[src/rtl/multicycle_controller.sv]
// Main control FSM for the shared multicycle RV32I datapath (lw, sw, R/I-type ALU, beq, jal).
// Outputs are decoded from state. The exceptions depend on mem_ready, zero or op.
module multicycle_controller (
  input  logic       clk,
  input  logic       rst,
  input  logic [6:0] op,
  input  logic       zero,
  input  logic       mem_ready,
  output logic       mem_req,
  output logic       mem_write,
  output logic       adr_src,
  output logic       ir_write,
  output logic       pc_write,
  output logic       reg_write,
  output logic [1:0] imm_src,
  output logic [1:0] alu_src_a,
  output logic [1:0] alu_src_b,
  output logic [1:0] alu_op,
  output logic [1:0] result_src,
  output logic       illegal_op
);

  localparam logic [6:0] OP_LW  = 7'b0000011;
  localparam logic [6:0] OP_SW  = 7'b0100011;
  localparam logic [6:0] OP_R   = 7'b0110011;
  localparam logic [6:0] OP_I   = 7'b0010011;
  localparam logic [6:0] OP_BEQ = 7'b1100011;
  localparam logic [6:0] OP_JAL = 7'b1101111;

  typedef enum logic [3:0] {
    S_FETCH, S_DECODE, S_MEMADR, S_MEMREAD, S_MEMWB, S_MEMWRITE,
    S_EXECR, S_EXECI, S_ALUWB, S_BEQ, S_JAL
  } state_t;

  state_t r_state;
  state_t w_next;

  always_ff @(posedge clk) begin
    if (rst) r_state <= S_FETCH;
    else     r_state <= w_next;
  end

  always_comb begin
    w_next = r_state;
    case (r_state)
      S_FETCH:    if (mem_ready) w_next = S_DECODE;
      S_DECODE: begin
        case (op)
          OP_LW, OP_SW: w_next = S_MEMADR;
          OP_R:         w_next = S_EXECR;
          OP_I:         w_next = S_EXECI;
          OP_BEQ:       w_next = S_BEQ;
          OP_JAL:       w_next = S_JAL;
          default:      w_next = S_FETCH;  // unsupported opcode: drop it
        endcase
      end
      S_MEMADR:   w_next = (op == OP_SW) ? S_MEMWRITE : S_MEMREAD;
      S_MEMREAD:  if (mem_ready) w_next = S_MEMWB;
      S_MEMWB:    w_next = S_FETCH;
      S_MEMWRITE: if (mem_ready) w_next = S_FETCH;
      S_EXECR:    w_next = S_ALUWB;
      S_EXECI:    w_next = S_ALUWB;
      S_ALUWB:    w_next = S_FETCH;
      S_BEQ:      w_next = S_FETCH;
      S_JAL:      w_next = S_ALUWB;
      default:    w_next = S_FETCH;
    endcase
  end

  logic w_op_legal;
  assign w_op_legal = (op == OP_LW) || (op == OP_SW) || (op == OP_R) ||
                      (op == OP_I)  || (op == OP_BEQ) || (op == OP_JAL);

  always_comb begin
    mem_req    = 1'b0;
    mem_write  = 1'b0;
    adr_src    = 1'b0;
    ir_write   = 1'b0;
    pc_write   = 1'b0;
    reg_write  = 1'b0;
    imm_src    = 2'b00;
    alu_src_a  = 2'b00;
    alu_src_b  = 2'b00;
    alu_op     = 2'b00;
    result_src = 2'b00;
    illegal_op = 1'b0;
    // Reset aborts whatever state is in flight, so nothing is written.
    if (!rst) begin
      case (r_state)
        S_FETCH: begin
          mem_req    = 1'b1;
          alu_src_b  = 2'b10;
          result_src = 2'b10;
          ir_write   = mem_ready;
          pc_write   = mem_ready;
        end
        S_DECODE: begin
          alu_src_a  = 2'b01;
          alu_src_b  = 2'b01;
          imm_src    = (op == OP_JAL) ? 2'b11 : 2'b10;
          illegal_op = !w_op_legal;
        end
        S_MEMADR: begin
          alu_src_a = 2'b10;
          alu_src_b = 2'b01;
          imm_src   = (op == OP_SW) ? 2'b01 : 2'b00;
        end
        S_MEMREAD: begin
          mem_req = 1'b1;
          adr_src = 1'b1;
        end
        S_MEMWB: begin
          result_src = 2'b01;
          reg_write  = 1'b1;
        end
        S_MEMWRITE: begin
          mem_req   = 1'b1;
          mem_write = 1'b1;
          adr_src   = 1'b1;
        end
        S_EXECR: begin
          alu_src_a = 2'b10;
          alu_op    = 2'b10;
        end
        S_EXECI: begin
          alu_src_a = 2'b10;
          alu_src_b = 2'b01;
          alu_op    = 2'b10;
        end
        S_ALUWB: reg_write = 1'b1;
        S_BEQ: begin
          alu_src_a = 2'b10;
          alu_op    = 2'b01;
          pc_write  = zero;
        end
        S_JAL: begin
          alu_src_a = 2'b01;
          alu_src_b = 2'b10;
          pc_write  = 1'b1;
        end
        default: ;
      endcase
    end
  end

endmodule

[config.mk]
export PLATFORM = sky130hd
export DESIGN_NAME = multicycle_controller
export DESIGN_NICKNAME = d
export VERILOG_FILES = /design/src/rtl/multicycle_controller.sv
export SDC_FILE = /design/constraint.sdc
export NUM_CORES = 1
export LEC_CHECK = 0
export ABC_CLOCK_PERIOD_IN_PS = 5100
export CAP_MARGIN = 5
export CORE_AREA = 3 3 40 42
export DETAILED_ROUTE_END_ITERATION = 8
export DIE_AREA = 0 0 43 45
export DONT_BUFFER_PORTS = 1
export RECOVER_POWER = 100
export SYNTH_ARGS = -nofsm -noshare
export SYNTH_HDL_FRONTEND = slang
export SYNTH_SLANG_ARGS = --single-unit
[constraint.sdc]
create_clock -name clk -period 5.1 [get_ports clk]
set_clock_uncertainty 0.15 [all_clocks]
set_input_delay 1.02 -clock clk [delete_from_list [all_inputs] [get_ports clk]]
set_output_delay 1.02 -clock clk [all_outputs]
set_load 0.01 [all_outputs]
# Word-level counts from Yosys, hierarchy flattened
# Index checks and enable logic that the tools add are counted.
# W data, S select, Z words.
[totals]
out_inout_bits = 17
ff_bits = 4
inputBits = 11
word_cells = 70
[op_classes]
n_reduce_logical = 18
n_eq_ne = 19
muxes = 32
[ops]
columns = ["op", "n"]
rows = [
  ["$pmux W4 S6", 1],
  ["$pmux W2 S2", 5],
  ["$pmux W4 S5", 1],
  ["$eq A4 B3 Y1 const B", 4],
  ["$mux W1", 15],
  ["$eq A7 B6 Y1 const B", 2],
  ["$eq A7 B7 Y1 const B", 2],
  ["$eq A4 B4 Y1 const B", 3],
  ["$mux W4", 3],
  ["$reduce_or A2 Y1", 6],
  ["$mux W2", 5],
  ["$reduce_or A3 Y1", 3],
  ["$eq A4 B2 Y1 const B", 2],
  ["$eq A7 B2 Y1 const B", 1],
  ["$eq A7 B5 Y1 const B", 1],
  ["$ne A2 B2 Y1 const B", 3],
  ["$logic_or A1 B1 Y1", 5],
  ["$eq A4 B1 Y1 const B", 1],
  ["$logic_not A4 Y1", 1],
  ["$reduce_or A4 Y1", 1],
  ["$mux W3", 1],
  ["$pmux W1 S3", 1],
  ["$reduce_and A3 Y1", 1],
  ["$logic_not A1 Y1", 1],
]

# Depth between registers and ports, before layout
[depth]
ltp_word = 9
depth_mapped = 5
ltp_nobuf = 4

# Least setup slack after synthesis
# Ideal clock, no wire load.
[synth_path]
kind = "input -> output"
start = "input op[3]"
end = "output imm_src[0]"
arrival_ps = 1990
path_stages = 3
path_buffers = 0
path_slack_ps = 1940
required_ps = 3930
cell_sequence = "or4_4 o32ai_1 and2_1"
[synth_via]
elab_chain_cells = 4
elab_cells_between_ends = 6
classes_between = "eq/ne (2); mux (4)"
[synth_rtl]
columns = ["element", "line", "text"]
rows = [
  ["start, declared", "6", "input logic [6:0] op,"],
  ["$eq A7 B6 Y1 / $eq A7 B7 Y1 (equally long branches)", "106, 100", ""],
  ["$mux W1 (on tied branches)", "106, 100", ""],
  ["$pmux W2 S2 *", "89", "case (r_state)"],
  ["$mux W2 *", "88", "if (!rst) begin"],
  ["end, declared", "15", "output logic [1:0] imm_src,"],
]
# Every way passes the cells marked *; elsewhere a longest branch is shown, timed or not.

# Worst setup path after layout
# Same ends and word-level chain as after synthesis.

==> summary.md <==
| Metric | Value |
|---|---|
| Hold endpoint | `r_state[3]` |
| Via Count | `627` |
| DRT Wirelength | `1510 µm` |
| CTS Root Cell | `clkbuf_4` |
| Internal cell power | `0.0714 mW` |
| Dpl cells | `98` |
| Min Tclk post-route | `3.32 ns` |
| Hold path cells | `3` |
| Initial antenna violation count | `0` |
| Synthesized area | `599 µm²` |
| Worst path required time | `3.93 ns` |
| Min Hold Slack | `0.631 ns` |
| FF+latch count, synth | `4` |
| Largest net degree at the start of global routing | `20` |
| Num Clock Sinks | `4` |
| Initial core utilization | `46.6%` |
| Unrepaired setup endpoints after global routing | `no` |
| Hold Crit Class | `reg -> reg` |
| Longest Clk Path Bufs | `2` |
| Maximum level of the CTS H-tree | `1` |
| Comb power frac | `27.9%` |
| # resized after CTS | `0` |
| Slew HR | `54.9%` |
| Fillers | `142` |
| Clock Pin Slew Worst Setup and Hold Paths | `0.04 ns` |
| Post-synth EDFFs | `0` |
| ANT nets after route | `0` |
| Global route overflow | `0` |
| GPL Wtd Cong | `0.756` |
| Top Ports | `28` |
| Layout cell share with drive strength beyond 1 | `8.14%` |
| Peak Freq | `301 MHz` |
| Setup TNS | `0 ns` |
| Period utilization | `65.1%` |
| Core area | `0.00128 mm²` |
| Register name with the most flops | `r_state` |
| Cts bufs inserted | `3` |
| Post-CTS setup repair buffer count | `0` |
| Post-Syn Nets | `103` |
| Std-Cell Rows | `13` |
| Startpoint Class | `primary input` |
| Hold-fix buffer count after cts | `0` |
| CP max-delay cell | `or4_1` |
| Port bufs | `0` |
| Switch Pwr | `0.0370 mW` |
| TritonCTS clock tree | `yes` |
| Slew @ Worst Pin | `0.672 ns` |
| RR Endpoint | `r_state[0]` |
| Reg2Reg Depth | `4` |
| Arr. time, crit path | `2.15 ns` |
| Post-Syn Instances | `92` |
| Final Max Slew Viols | `0` |
| Setup ws final | `1.78 ns` |
| DR iter-0 viols | `14` |
| Non-filler cells, final | `101` |
| CP peak stage delay | `0.61 ns` |
| Setup Viol. Count Final | `0` |
| Router iterations before antenna repair | `3` |
| Crit-path cells | `or4_1 > o32ai_1 > and2_0` |
| Ys flop type | `dfxtp_1` |
| Clock share of power | `36.6%` |
| Antenna cells | `0` |
| Critical path type | `in -> out` |
| Distinct cells, synth | `36` |
| Residual DRC | `0` |
| Placed inst area | `579 µm²` |
| Avg Cell Area, Syn | `6.51 µm²` |
| Number of flip-flops under the largest register name | `4` |
| FF-to-FF Start | `r_state[1]` |
| Fraction of registers with async set/reset | `0%` |
| Die width | `43 µm` |
| Status | `completed` |
| FF-to-FF setup slack | `3.22 ns` |
| Die area | `0.00194 mm²` |
| Clk_lat worst skew | `0.24 ns` |
| Placement Setup Slack | `1.90 ns` |
| Area growth from synthesis to layout | `-0.209%` |
| Dpl hpwl | `1100 µm` |
| Switching Fraction | `34.1%` |
| Die height | `45 µm` |
| DR vias/cell | `6.21` |
| Peak VDD IR | `0.115 mV` |
| Hold Path Origin | `r_state[2]` |
| Max FO, Critical Path | `6` |
| CP endpoint kind | `primary output` |
| Register area share after synthesis | `13.4%` |
| WL/cell | `14.9 µm` |
| Finished layout cell area | `598 µm²` |
| First-pass GRT wire length | `2500 µm` |
| P_leak | `0.188 nW` |
| GRT Total Usage | `16.2%` |
| Nets | `99` |
| Max-cap viol count | `0` |
| Sequential Power Share | `35.4%` |
| PwrDens | `181 mW/mm²` |
| Final Hold Viols | `0` |
| Top flop regs | `r_state x4` |
| Synth Warn # | `0` |
| Vias in the first global route | `546` |
critical path, delay by kind of cell:
family	cells	cell delay, ns
AO/OA/AOI/OAI	1	0.28
AND/OR/NAND/NOR	2	0.85
Yosys cell counts, drive strengths merged (3+ instances only):
master  count  area, µm²
dfxtp       4       80.1
xnor2       3       26.3
or2         3       18.8
clkbuf      5       18.8
and2        3       18.8
nand2      10       37.5
a21oi       7       35.0
nor3       11       55.1
nand2b      6       37.5
nor2        5       18.8
buf         4       20.0
worst max-delay path by stage:
stage                      from    endpoint  slack, ns  cells after the start
after CTS                 op[3]  imm_src[0]       1.89                      3
after detailed placement  op[3]  imm_src[0]       1.90                      3
after global routing      op[1]  imm_src[0]       1.75                      4
after floorplan           op[3]  imm_src[0]       1.94                      3
final                     op[3]  imm_src[0]       1.78                      3
after global placement    op[3]  imm_src[0]       1.91                      3
stage by stage:
stage,power (mW),utilization [%]
global route,0.117,46.5
finish,0.108,46.5
floorplan,0.0670,-
global placement,0.0692,45.1
CTS,0.110,46.8
detailed placement,0.0695,45.1
cell type report:
| class | count | area [µm²] | area share [%] |
|---|---|---|---|
| sequential | 4 | 80.1 | 13.4 |
| clock buffer | 3 | 22.5 | 3.77 |
| tap | 15 | 18.8 | 3.14 |
| multi-input combinational | 78 | 473 | 79.1 |
| inverter | 1 | 3.75 | 0.628 |
power groups by stage:
stage | Combinational, mW | Sequential (mW) | Clock [mW]
after floorplan | 0.0337 | 0.0333 | 0
after global placement | 0.0304 | 0.0387 | 0
after detailed placement | 0.0306 | 0.0388 | 0
after CTS | 0.0309 | 0.0383 | 0.0411
after global routing | 0.0341 | 0.0389 | 0.0443
final | 0.0303 | 0.0384 | 0.0397
per-layer routing:
| metal | vias to the layer above | GRT usage, % | share of wire, % | wire length, µm |
|---|---|---|---|---|
| met5 | - | 0 | 0 | 0 |
| met4 | 0 | 0 | 0 | 0 |
| met3 | 0 | 6.37 | 6.6 | 100 |
| met2 | 16 | 24.3 | 45 | 675 |
| met1 | 280 | 23.6 | 49 | 731 |
| li1 | 331 | - | - | - |
placed cells by master, fill, tap and decap left out, types with 2 or more instances in the layout:
cell / n
o21a_1: 2
nor4_1: 2
dfxtp_1: 4
o21ai_0: 2
clkbuf_4: 3
and2_0: 3
or4_1: 2
or2_2: 3
nor3_1: 11
nand2_1: 10
o31ai_1: 2
nand2b_1: 6
nor4b_1: 2
nor2_1: 5
nor2b_1: 2
xnor2_1: 3
a21oi_1: 7
cells by family (layout without fill, tap and decap cells):
group,Yosys count,count (layout),share of synthesized area (%)
buffers and inverters,10,4,7.10
xor gates and xnor gates,4,4,5.85
AOI/OAI and AO/OA,21,21,24.0
DFF,4,4,13.4
and+or+nand+nor,53,53,49.7
(Power assumes the default switching activity.)
